`config.mk`:
```
export PLATFORM = sky130hd
export DESIGN_NAME = mul8_heap_issuer_flat
export DESIGN_NICKNAME = d
export VERILOG_FILES = /design/src/rtl/mul8_heap_issuer_if.sv /design/src/rtl/mul8_heap_issuer.sv /design/src/flat_wrapper.sv
export SDC_FILE = /design/constraint.sdc
export NUM_CORES = 1
export LEC_CHECK = 0
export CAP_MARGIN = 20
export CELL_PAD_IN_SITES_DETAIL_PLACEMENT = 1
export CELL_PAD_IN_SITES_GLOBAL_PLACEMENT = 1
export CORE_ASPECT_RATIO = 1.5
export CORE_MARGIN = 4
export CORE_UTILIZATION = 39
export CTS_BUF_LIST = sky130_fd_sc_hd__clkbuf_4 sky130_fd_sc_hd__clkbuf_8
export CTS_CLUSTER_DIAMETER = 120
export CTS_CLUSTER_SIZE = 25
export DETAILED_ROUTE_END_ITERATION = 8
export GPL_TIMING_DRIVEN = 0
export PLACE_DENSITY = 0.9
export SLEW_MARGIN = 20
export SYNTH_ARGS = -nofsm -noshare
export SYNTH_HDL_FRONTEND = slang
export SYNTH_SLANG_ARGS = --single-unit
```
`constraint.sdc`:
```
create_clock -name clk -period 2.5 [get_ports clk]
set_clock_uncertainty 0.2 [all_clocks]
set_input_delay 0.5 -clock clk [delete_from_list [all_inputs] [get_ports clk]]
set_output_delay 0.5 -clock clk [all_outputs]
set_load 0.005 [all_outputs]
```
`src/rtl/mul8_heap_issuer_if.sv`:
```
// ---------------------------------------------------------------------------
// mul8_heap_issuer_if
//   Operand and product handshake bundle for mul8_heap_issuer.
//
//   Handshake rule (both directions): a transfer happens on a rising clk edge
//   where valid and ready are both high. The producer holds valid and its
//   payload unchanged until that edge. ready may be asserted independently of
//   valid.
//
//   Signals
//     in_valid / in_ready   operand pair handshake (source -> issuer)
//     in_a, in_b            unsigned 8-bit operands
//     out_valid / out_ready product handshake (issuer -> consumer)
//     out_p                 captured 16-bit product
//     out_err               captured product differs from the reference
//
//   Modports
//     master : operand source / product consumer side
//     slave  : the issuer itself
// ---------------------------------------------------------------------------
interface mul8_heap_issuer_if;
  logic        in_valid;
  logic        in_ready;
  logic [7:0]  in_a;
  logic [7:0]  in_b;
  logic        out_valid;
  logic        out_ready;
  logic [15:0] out_p;
  logic        out_err;

  modport master (
    output in_valid, in_a, in_b, out_ready,
    input  in_ready, out_valid, out_p, out_err
  );

  modport slave (
    input  in_valid, in_a, in_b, out_ready,
    output in_ready, out_valid, out_p, out_err
  );
endinterface

```
`src/rtl/mul8_heap_issuer.sv`:
```
// ---------------------------------------------------------------------------
// mul8_heap_issuer
//   Front/back end for an external 8x8 unsigned multiplier bit-heap
//   compressor. Accepts one operand pair, drives the 15 registered
//   partial-product columns, waits LAT cycles, captures the 16 single-bit
//   column results as a product and compares it with a reference product.
//   One transaction in flight at a time.
//
//   Parameters
//     LAT        compressor latency in cycles (0 = combinational), 0..15
//
//   Ports
//     clk, rst_n       clock, asynchronous active-low reset
//     bus              operand/product handshake (slave modport)
//     src0..src14      partial-product column K, srcK[j] = a[lo+j] & b[K-lo-j]
//                      with lo = max(0, K-7)
//     dst0..dst15      compressor result bits, dstK = product bit K
//     err_cnt          saturating count of mismatching transactions
//     busy             state is not IDLE
//     dbg_state        current FSM state (IDLE=0, WAIT=1, HOLD=2)
// ---------------------------------------------------------------------------
module mul8_heap_issuer #(
  parameter int LAT = 0
) (
  input  logic              clk,
  input  logic              rst_n,
  mul8_heap_issuer_if.slave bus,
  output logic [0:0]        src0,
  output logic [1:0]        src1,
  output logic [2:0]        src2,
  output logic [3:0]        src3,
  output logic [4:0]        src4,
  output logic [5:0]        src5,
  output logic [6:0]        src6,
  output logic [7:0]        src7,
  output logic [6:0]        src8,
  output logic [5:0]        src9,
  output logic [4:0]        src10,
  output logic [3:0]        src11,
  output logic [2:0]        src12,
  output logic [1:0]        src13,
  output logic [0:0]        src14,
  input  logic              dst0,  dst1,  dst2,  dst3,
  input  logic              dst4,  dst5,  dst6,  dst7,
  input  logic              dst8,  dst9,  dst10, dst11,
  input  logic              dst12, dst13, dst14, dst15,
  output logic [7:0]        err_cnt,
  output logic              busy,
  output logic [1:0]        dbg_state
);

  typedef enum logic [1:0] {
    IDLE = 2'd0,
    WAIT = 2'd1,
    HOLD = 2'd2
  } state_t;

  state_t      state_q, state_d;
  logic [3:0]  cnt_q, cnt_d;
  logic        accept, capture;
  logic [63:0] src_q, src_d;     // all 15 columns packed, column 0 at bit 0
  logic [15:0] ref_q;
  logic [15:0] out_p_q;
  logic        out_err_q;
  logic [7:0]  err_cnt_q;
  logic [15:0] dst_vec;

  assign dst_vec = {dst15, dst14, dst13, dst12, dst11, dst10, dst9, dst8,
                    dst7,  dst6,  dst5,  dst4,  dst3,  dst2,  dst1, dst0};

  // Column bits are built straight from the incoming operands and registered
  // at accept, so the columns are the registered form of ra/rb and stay put
  // until the next accept.
  always_comb begin
    int idx;
    int lo;
    int w;
    src_d = '0;
    idx   = 0;
    for (int k = 0; k < 15; k++) begin
      lo = (k > 7) ? k - 7 : 0;
      w  = (k < 8) ? k + 1 : 15 - k;
      for (int j = 0; j < 8; j++) begin
        if (j < w) begin
          src_d[idx[5:0]] = bus.in_a[3'(lo + j)] & bus.in_b[3'(k - lo - j)];
          idx = idx + 1;
        end
      end
    end
  end

  always_comb begin
    state_d = state_q;
    cnt_d   = cnt_q;
    accept  = 1'b0;
    capture = 1'b0;
    case (state_q)
      IDLE: begin
        if (bus.in_valid) begin
          accept  = 1'b1;
          cnt_d   = 4'(LAT);
          state_d = WAIT;
        end
      end
      WAIT: begin
        if (cnt_q != 4'd0) begin
          cnt_d = cnt_q - 4'd1;
        end else begin
          capture = 1'b1;
          state_d = HOLD;
        end
      end
      HOLD: begin
        if (bus.out_ready) state_d = IDLE;
      end
      default: state_d = IDLE;
    endcase
  end

  always_ff @(posedge clk or negedge rst_n) begin
    if (!rst_n) begin
      state_q   <= IDLE;
      cnt_q     <= 4'd0;
      src_q     <= '0;
      ref_q     <= '0;
      out_p_q   <= '0;
      out_err_q <= 1'b0;
      err_cnt_q <= '0;
    end else begin
      state_q <= state_d;
      cnt_q   <= cnt_d;
      if (accept) begin
        src_q <= src_d;
        ref_q <= 16'(bus.in_a) * 16'(bus.in_b);
      end
      if (capture) begin
        out_p_q   <= dst_vec;
        out_err_q <= (dst_vec != ref_q);
        if ((dst_vec != ref_q) && (err_cnt_q != 8'hFF)) err_cnt_q <= err_cnt_q + 8'd1;
      end
    end
  end

  assign bus.in_ready  = (state_q == IDLE);
  assign bus.out_valid = (state_q == HOLD);
  assign bus.out_p     = out_p_q;
  assign bus.out_err   = out_err_q;
  assign busy          = (state_q != IDLE);
  assign err_cnt       = err_cnt_q;
  assign dbg_state     = state_q;

  assign src0  = src_q[0:0];
  assign src1  = src_q[2:1];
  assign src2  = src_q[5:3];
  assign src3  = src_q[9:6];
  assign src4  = src_q[14:10];
  assign src5  = src_q[20:15];
  assign src6  = src_q[27:21];
  assign src7  = src_q[35:28];
  assign src8  = src_q[42:36];
  assign src9  = src_q[48:43];
  assign src10 = src_q[53:49];
  assign src11 = src_q[57:54];
  assign src12 = src_q[60:58];
  assign src13 = src_q[62:61];
  assign src14 = src_q[63:63];

endmodule
```
`src/flat_wrapper.sv`:
```
// flat-port wrapper written by rule: the top's interface ports become plain ports
module mul8_heap_issuer_flat 
#(
  parameter int LAT = 0
)
  (clk, rst_n, src0, src1, src2, src3, src4, src5, src6, src7, src8, src9, src10, src11, src12, src13, src14, dst0, dst1, dst2, dst3, dst4, dst5, dst6, dst7, dst8, dst9, dst10, dst11, dst12, dst13, dst14, dst15, err_cnt, busy, dbg_state, bus_in_valid, bus_in_a, bus_in_b, bus_out_ready, bus_in_ready, bus_out_valid, bus_out_p, bus_out_err);
  mul8_heap_issuer_if bus_i ();
  input  logic clk;
  input  logic rst_n;
  output logic [0:0] src0;
  output logic [1:0] src1;
  output logic [2:0] src2;
  output logic [3:0] src3;
  output logic [4:0] src4;
  output logic [5:0] src5;
  output logic [6:0] src6;
  output logic [7:0] src7;
  output logic [6:0] src8;
  output logic [5:0] src9;
  output logic [4:0] src10;
  output logic [3:0] src11;
  output logic [2:0] src12;
  output logic [1:0] src13;
  output logic [0:0] src14;
  input  logic dst0;
  input  logic dst1;
  input  logic dst2;
  input  logic dst3;
  input  logic dst4;
  input  logic dst5;
  input  logic dst6;
  input  logic dst7;
  input  logic dst8;
  input  logic dst9;
  input  logic dst10;
  input  logic dst11;
  input  logic dst12;
  input  logic dst13;
  input  logic dst14;
  input  logic dst15;
  output logic [7:0] err_cnt;
  output logic busy;
  output logic [1:0] dbg_state;
  input wire logic [$bits(bus_i.in_valid)-1:0] bus_in_valid;
  input wire logic [$bits(bus_i.in_a)-1:0] bus_in_a;
  input wire logic [$bits(bus_i.in_b)-1:0] bus_in_b;
  input wire logic [$bits(bus_i.out_ready)-1:0] bus_out_ready;
  output wire logic [$bits(bus_i.in_ready)-1:0] bus_in_ready;
  output wire logic [$bits(bus_i.out_valid)-1:0] bus_out_valid;
  output wire logic [$bits(bus_i.out_p)-1:0] bus_out_p;
  output wire logic [$bits(bus_i.out_err)-1:0] bus_out_err;
  assign bus_i.in_valid = bus_in_valid;
  assign bus_i.in_a = bus_in_a;
  assign bus_i.in_b = bus_in_b;
  assign bus_i.out_ready = bus_out_ready;
  assign bus_in_ready = bus_i.in_ready;
  assign bus_out_valid = bus_i.out_valid;
  assign bus_out_p = bus_i.out_p;
  assign bus_out_err = bus_i.out_err;
  mul8_heap_issuer #(.LAT(LAT)) u_core (.clk(clk), .rst_n(rst_n), .bus(bus_i), .src0(src0), .src1(src1), .src2(src2), .src3(src3), .src4(src4), .src5(src5), .src6(src6), .src7(src7), .src8(src8), .src9(src9), .src10(src10), .src11(src11), .src12(src12), .src13(src13), .src14(src14), .dst0(dst0), .dst1(dst1), .dst2(dst2), .dst3(dst3), .dst4(dst4), .dst5(dst5), .dst6(dst6), .dst7(dst7), .dst8(dst8), .dst9(dst9), .dst10(dst10), .dst11(dst11), .dst12(dst12), .dst13(dst13), .dst14(dst14), .dst15(dst15), .err_cnt(err_cnt), .busy(busy), .dbg_state(dbg_state));
endmodule
```
==> key figures, run 1 <==
Placement
  – # port buffers: 81
  – Cells after DPL: 826
  – GP Congestion: 0.8307
  – Post-DP HPWL: 11,140 um

Layout
  – Share of cells above drive strength 1: 0.2475
  – # fillers: 1,475
  – P&R area growth vs syn: 34.60%
  – # diodes: 0
  – Nets: 805
  – Final non-filler cell total: 858

Detailed routing
  – Vias: 4,179
  – First-iteration detailed-routing DRC count: 66
  – Wirelength per Cell: 16.53 um
  – DRC viols: 0
  – DR vias/cell: between 4 and 5
  – Routed WL: roughly 14,000 um
  – TritonRoute pass-1 iters: 4
  – Final ANT Viol Nets: 0

STA
  – Min Tclk post-route: 4.108 ns
  – Final hold violation count: 0
  – Count of final setup violators: 12
  – Fmax: between 0.2 and 0.25 GHz
  – Worst-Margin Slew: ~0.52 ns
  – Final setup margin: -1.608 ns
  – Max Slew Vio Count: 0
  – Setup_tns: -15.03 ns
  – Max-slew headroom: 0.6525
  – RSZ-0062 raised after global routing: true
  – Tcrit/Tclk final: 1.643

GRT
  – Total GRT Usage: 0.1864
  – Number of global-route vias before repair: between 4,000 and 5,000
  – Antenna violations before repair: 0
  – First-pass GRT wire length: 22,400 um
  – Remaining global-route overflow: 0
  – Largest net degree at the start of global routing: 60

Pwr
  – Leak: 3.432 nW
  – PD cells: 951.3 nW/um^2
  – Tot Pwr: 6.594 mW
  – Worst VDD drop: 341.9 uV

Clocking
  – CTS tree: built
  – Clk sink count: 62
  – Clock root buffer: clkbuf_8
  – Clock latency on the worst-skew pair: 0.35 ns
  – Num CTS Buffers: 9
  – Max clock buf depth: 2
  – H-tree levels: 3
  – Worst-path clk slew: 0.07 ns

Worst setup path
  – Crit path capture type: flop
  – Type of element launching the critical path: input pin
  – Critical Path AT: 4.10 ns
  – Critical path type: in -> reg
  – CP required: 2.50 ns
  – Worst-path maximum fanout: 8

Synthesis
  – Register area share after synthesis: 0.3013
  – Synthesis warning total: 0
  – Ys flop type: dfrtp_1
  – Number of synthesized flops with an enable pin: 0
  – Syn Area/Cell: between 9 and 10 um^2
  – Mapped cell area: 5150 um^2
  – Netlist cell types: 47
  – Synthesized flop and latch total: 62
  – Syn Inst Count: between 500 and 600
  – Synth async-reset ratio: 1.000

Floorplan
  – # rows: 51
  – Core Area: ~13,000 um^2
  – I/O pins: between 100 and 150
  – Starting Density: 0.3976
  – Overall die width: roughly 100 um
  – Die height: between 100 and 150 um
  – Die area: 15,150 um^2

Worst hold path
  – Min-delay worst type: in -> reg

Outcome
  – Outcome: finished, violations left
  – Failing checks: negative setup slack

Flow run
  – Max Cap Violations: 0
synthesized netlist by cell type (2+ instances only):
cell type	number	area, um^2
a2111o_1	2	22.52
a211oi_1	4	30.03
a21o_1	2	15.01
a21oi_1	9	45.04
and2_1	57	356.6
and3_1	5	31.28
buf_2	2	10.01
buf_4	49	367.9
clkbuf_1	6	22.52
dfrtp_1	62	1551
fa_1	36	720.7
ha_1	39	488.0
inv_1	53	198.9
mux2_1	5	56.30
mux2_2	11	123.9
mux2i_1	3	30.03
nand2_1	87	326.6
nand2b_1	2	12.51
nand3_1	2	10.01
nand4_1	6	37.54
nor2_1	16	60.06
nor3_1	5	25.02
nor4b_2	2	30.03
o2111ai_1	2	17.52
o211ai_1	3	22.52
o21a_1	4	30.03
o21ai_0	14	70.07
o311ai_0	2	17.52
o31ai_1	2	15.01
xnor2_1	18	157.7
xor2_1	12	105.1
final cells by class:
cell class | instances | area [um^2] | area share
buffer | 57 | 400.4 | 0.05776
clock buffer | 10 | 137.6 | 0.01986
clock inverter | 6 | 45.04 | 0.006498
inverter | 53 | 198.9 | 0.02870
multi-input combinational | 413 | 3417 | 0.4930
sequential | 62 | 1551 | 0.2238
tap | 159 | 198.9 | 0.02870
timing repair buffer | 98 | 982.2 | 0.1417
per-layer routing:
metal,vias up,GRT usage,share of wire
met4,0,0.06697,0.028
met2,117,0.3555,0.56
met1,2086,0.2019,0.36
li1,1950,-,-
met3,26,0.03088,0.050
met5,-,0,0
worst max-delay path, stage by stage:
cell and delay (ns):
buf_4 0.14, and2_4 0.16, fa_1 0.53, fa_1 0.43, fa_1 0.49, inv_1 0.05, fa_1 0.36, inv_1 0.11
ha_4 0.22, a2111o_1 0.46, o211ai_1 0.22, mux2i_1 0.28, o311ai_1 0.15
registers in the layout (all words and copies together), names as in the netlist:
register	cells
u_core.bus.out_err	1
u_core.bus.out_p	16
u_core.cnt_q	4
u_core.dbg_state	2
u_core.err_cnt	8
u_core.ref_q	16
u_core.src_q	15
where the power goes:
group	switching (mW)	internal, mW
registers	0.339	1.46
clock network	0.410	0.391
logic	1.90	2.09
total	2.65	3.94
through the flow:
step | utilization | hold WS, ns | setup slack, ns | area (um^2)
after CTS | 0.5241 | 0.2463 | -1.563 | 6789
after global placement | 0.5000 | 0.2566 | -2.477 | 6476
after global routing | 0.5351 | 0.2410 | -1.724 | 6932
after floorplan | - | 0.004409 | -1.662 | 5466
after detailed placement | 0.5019 | 0.1143 | -2.570 | 6501
final | 0.5351 | 0.2664 | -1.608 | 6932
final timing paths:
check | slack (ns) | from | to | cells after the start
min reg2reg | 0.28 | u_core.bus.out_p[11] | u_core.bus.out_p[11] | 2
min | 0.27 | bus_in_a[0] | u_core.ref_q[0] | 3
min in group asynchronous | 0.30 | rst_n | u_core.bus.out_p[13] | 2
max in group asynchronous | 1.30 | rst_n | u_core.src_q[24] | 3
max reg2reg | 0.20 | u_core.cnt_q[0] | u_core.err_cnt[1] | 8
max | -1.61 | bus_in_a[6] | u_core.ref_q[13] | 13
timing repair:
action,CTS,global route
hold buffers,1,0
pin swaps,18,13
setup buffers,6,9
hold endpoints to repair,26,0
gates resized for setup,110,31
setup endpoints to repair,15,15
logic make-up (layout without fill, tap and decap cells):
| group | after synthesis | count (layout) | synth area share |
|---|---|---|---|
| compound gates | 47 | 47 | 0.06001 |
| simple gates | 193 | 193 | 0.1922 |
| xor+xnor | 30 | 30 | 0.05102 |
| mux | 20 | 20 | 0.04373 |
| fa+ha+maj | 75 | 75 | 0.2347 |
| flops | 62 | 62 | 0.3013 |
| buf+inv | 110 | 224 | 0.1164 |
| other cells | 1 | 48 | 0.0007282 |
layout by cell type, fill, tap and decap left out, types with 6 or more instances in the layout:
cell type and instances:
mux2_2 11, clkbuf_8 10, ha_1 29, clkbuf_1 6, nand4_1 6, dfrtp_1 62, inv_1 44, buf_4 64
nor2_1 13, clkdlybuf4s50_1 64, fa_1 32, xor2_1 11, a21oi_1 7, ha_4 10, and2_4 20, nand2_1 86
buf_6 11, conb_1 48, and2_1 37, inv_2 9, xnor2_1 18
Note: power is estimated with default switching activity, not from simulation.
==> run 2, diff against run 1 <==
==> constraint.sdc (replaced) <==
create_clock -name clk -period 3.9 [get_ports clk]
set_clock_uncertainty 0.2 [all_clocks]
set_input_delay 0.78 -clock clk [delete_from_list [all_inputs] [get_ports clk]]
set_output_delay 0.78 -clock clk [all_outputs]
set_load 0.005 [all_outputs]
==> run 2 against run 1 <==
- worst setup slack better by 1.1 ns
- wire length rose by 5.8%
- global-route usage is 1.8 points higher
- clock power shrank 2%
- final cell count down 0.47%
- sequential cell count unchanged
- core utilization shrank 0.14 points
- the run still ends with negative setup slack left
- sequential share of layout area up 0.061 points
- critical endpoint is now u_core.ref_q[10]
- non-clock buffer count is 4 lower
- power down 31%
- register-to-register slack improved by 1.2 ns
- critical path depth rose by 2
==> key figures, run 2 (synthesis results as in run 1) <==
Outcome
  – Outcome: finished, violations left
  – Failing checks: negative setup slack

STA
  – Final setup margin: -0.5061 ns
  – Tcrit/Tclk final: 1.130
  – RSZ-0062 raised after global routing: true
  – Max-slew headroom: 0.6064
  – Min Tclk post-route: approximately 4.4 ns
  – Fmax: 0.2270 GHz
  – Count of final setup violators: 9
  – Worst-Margin Slew: 0.5882 ns
  – Max Slew Vio Count: 0
  – Final hold violation count: 0

Floorplan
  – Die height: 148.7 um
  – Overall die width: 101.8 um
  – # rows: 51
  – Starting Density: 0.3976
  – Core Area: around 13,000 um^2
  – I/O pins: between 100 and 150
  – Die area: 15,150 um^2

Clocking
  – Num CTS Buffers: 9
  – Clock latency on the worst-skew pair: 0.36 ns
  – Clock root buffer: clkbuf_8
  – Clk sink count: 62
  – Max clock buf depth: 2
  – CTS tree: built
  – Worst-path clk slew: around 0.08 ns
  – H-tree levels: 3

Worst hold path
  – Min-delay worst type: in -> async

Placement
  – # port buffers: 81
  – GP Congestion: 0.8334
  – Cells after DPL: 826
  – Post-DP HPWL: 11,410 um
  – Worst slack at placement: -1.494 ns

Worst setup path
  – Crit path capture type: flop
  – CP required: 3.94 ns
  – Worst-path maximum fanout: 4
  – Type of element launching the critical path: input pin
  – Critical Path AT: between 4 and 5 ns
  – Reg2reg end: u_core.src_q[17]
  – Critical path type: in -> reg
  – R2r setup slk: 1.37 ns
  – Worst r2r path cells: 5
  – Reg-to-reg critical path startpoint: u_core.dbg_state[0]

Detailed routing
  – Routed WL: 15,010 um
  – DRC viols: 0
  – Final ANT Viol Nets: 0
  – Wirelength per Cell: approximately 18 um
  – Vias: approximately 4,200
  – DR vias/cell: 4.947
  – First-iteration detailed-routing DRC count: 102
  – TritonRoute pass-1 iters: 4

Pwr
  – Leak: 3.430 nW
  – PD cells: 657.4 nW/um^2
  – Worst VDD drop: 230.3 uV
  – Tot Pwr: 4.545 mW

Layout
  – Fin util: 0.5337
  – Nets: 801
  – Final non-filler cell total: 854
  – Most frequent cells in the layout: nand2_1 (85), buf_4 (65), clkdlybuf4s50_1 (64)
  – Most common cell after layout, fill and taps aside: nand2_1
  – # diodes: 0
  – P&R area growth vs syn: 34.23%
  – Share of cells above drive strength 1: 0.2216

GRT
  – Number of global-route vias before repair: 4,920
  – First-pass GRT wire length: 24,330 um
  – Antenna violations before repair: 0
  – Remaining global-route overflow: 0
  – Largest net degree at the start of global routing: 51
  – Total GRT Usage: 0.2044

Flow run
  – Max Cap Violations: 0
[run 2: layout make-up]
cell class	instances	area (um^2)
Fill cell	1491	6041
Buffer	57	400.4
Tap cell	159	198.9
Sequential cell	62	1551
Inverter	53	198.9
Multi-Input combinational cell	413	3359
Clock buffer	9	123.9
Clock inverter	7	145.1
Timing Repair Buffer	94	934.6
[run 2: worst max path at each step]
stage | endpoint | depth (start not counted) | startpoint
2_1_floorplan | u_core.ref_q[12] | 12 | bus_in_b[2]
3_3_place_gp | u_core.ref_q[12] | 13 | bus_in_a[2]
3_5_place_dp | u_core.ref_q[12] | 13 | bus_in_a[2]
4_1_cts | u_core.ref_q[12] | 13 | bus_in_a[4]
5_1_grt | u_core.ref_q[12] | 16 | bus_in_a[4]
6_report | u_core.ref_q[10] | 15 | bus_in_a[4]
[run 2: critical path, stage by stage]
cell and delay (ns):
buf_8 0.10, and2_4 0.15, fa_1 0.51, fa_1 0.52, fa_1 0.50, inv_1 0.05, fa_1 0.50, inv_2 0.06
ha_4 0.22, a2111o_1 0.40, buf_6 0.14, buf_6 0.10, o21ai_2 0.16, xor2_1 0.18, o21ai_1 0.07
[run 2: per-stage QoR]
step / hold WS (ns) / instance area [um^2] / setup TNS, ns
after floorplan: 0.2623 / 5439 / -3.040
after detailed placement: 0.2620 / 6474 / -13.30
after global placement: 0.2563 / 6449 / -18.86
after global routing: 0.07997 / 6913 / -4.820
after CTS: 0.06986 / 6835 / -2.879
final: 0.07502 / 6913 / -3.835
[run 2: repair_timing]
action / 4_1_cts / 5_1_grt
gates resized for setup: 103 / 15
hold buffers: 0 / 0
setup buffers: 8 / 4
endpoints found under the setup margin: 11 / 10
pin swaps: 18 / 9
[run 2: where the power goes]
part | internal, mW | switching, mW | total (mW)
registers | 0.938 | 0.214 | 1.15
logic | 1.32 | 1.29 | 2.61
clock network | 0.492 | 0.290 | 0.782
total | 2.75 | 1.80 | 4.54
[run 2: per-layer routing]
layer,vias up,track usage,share of wire
met4,0,0.07026,0.026
li1,1949,-,-
met2,142,0.3863,0.55
met3,34,0.03884,0.050
met5,-,0,0
met1,2100,0.2228,0.38
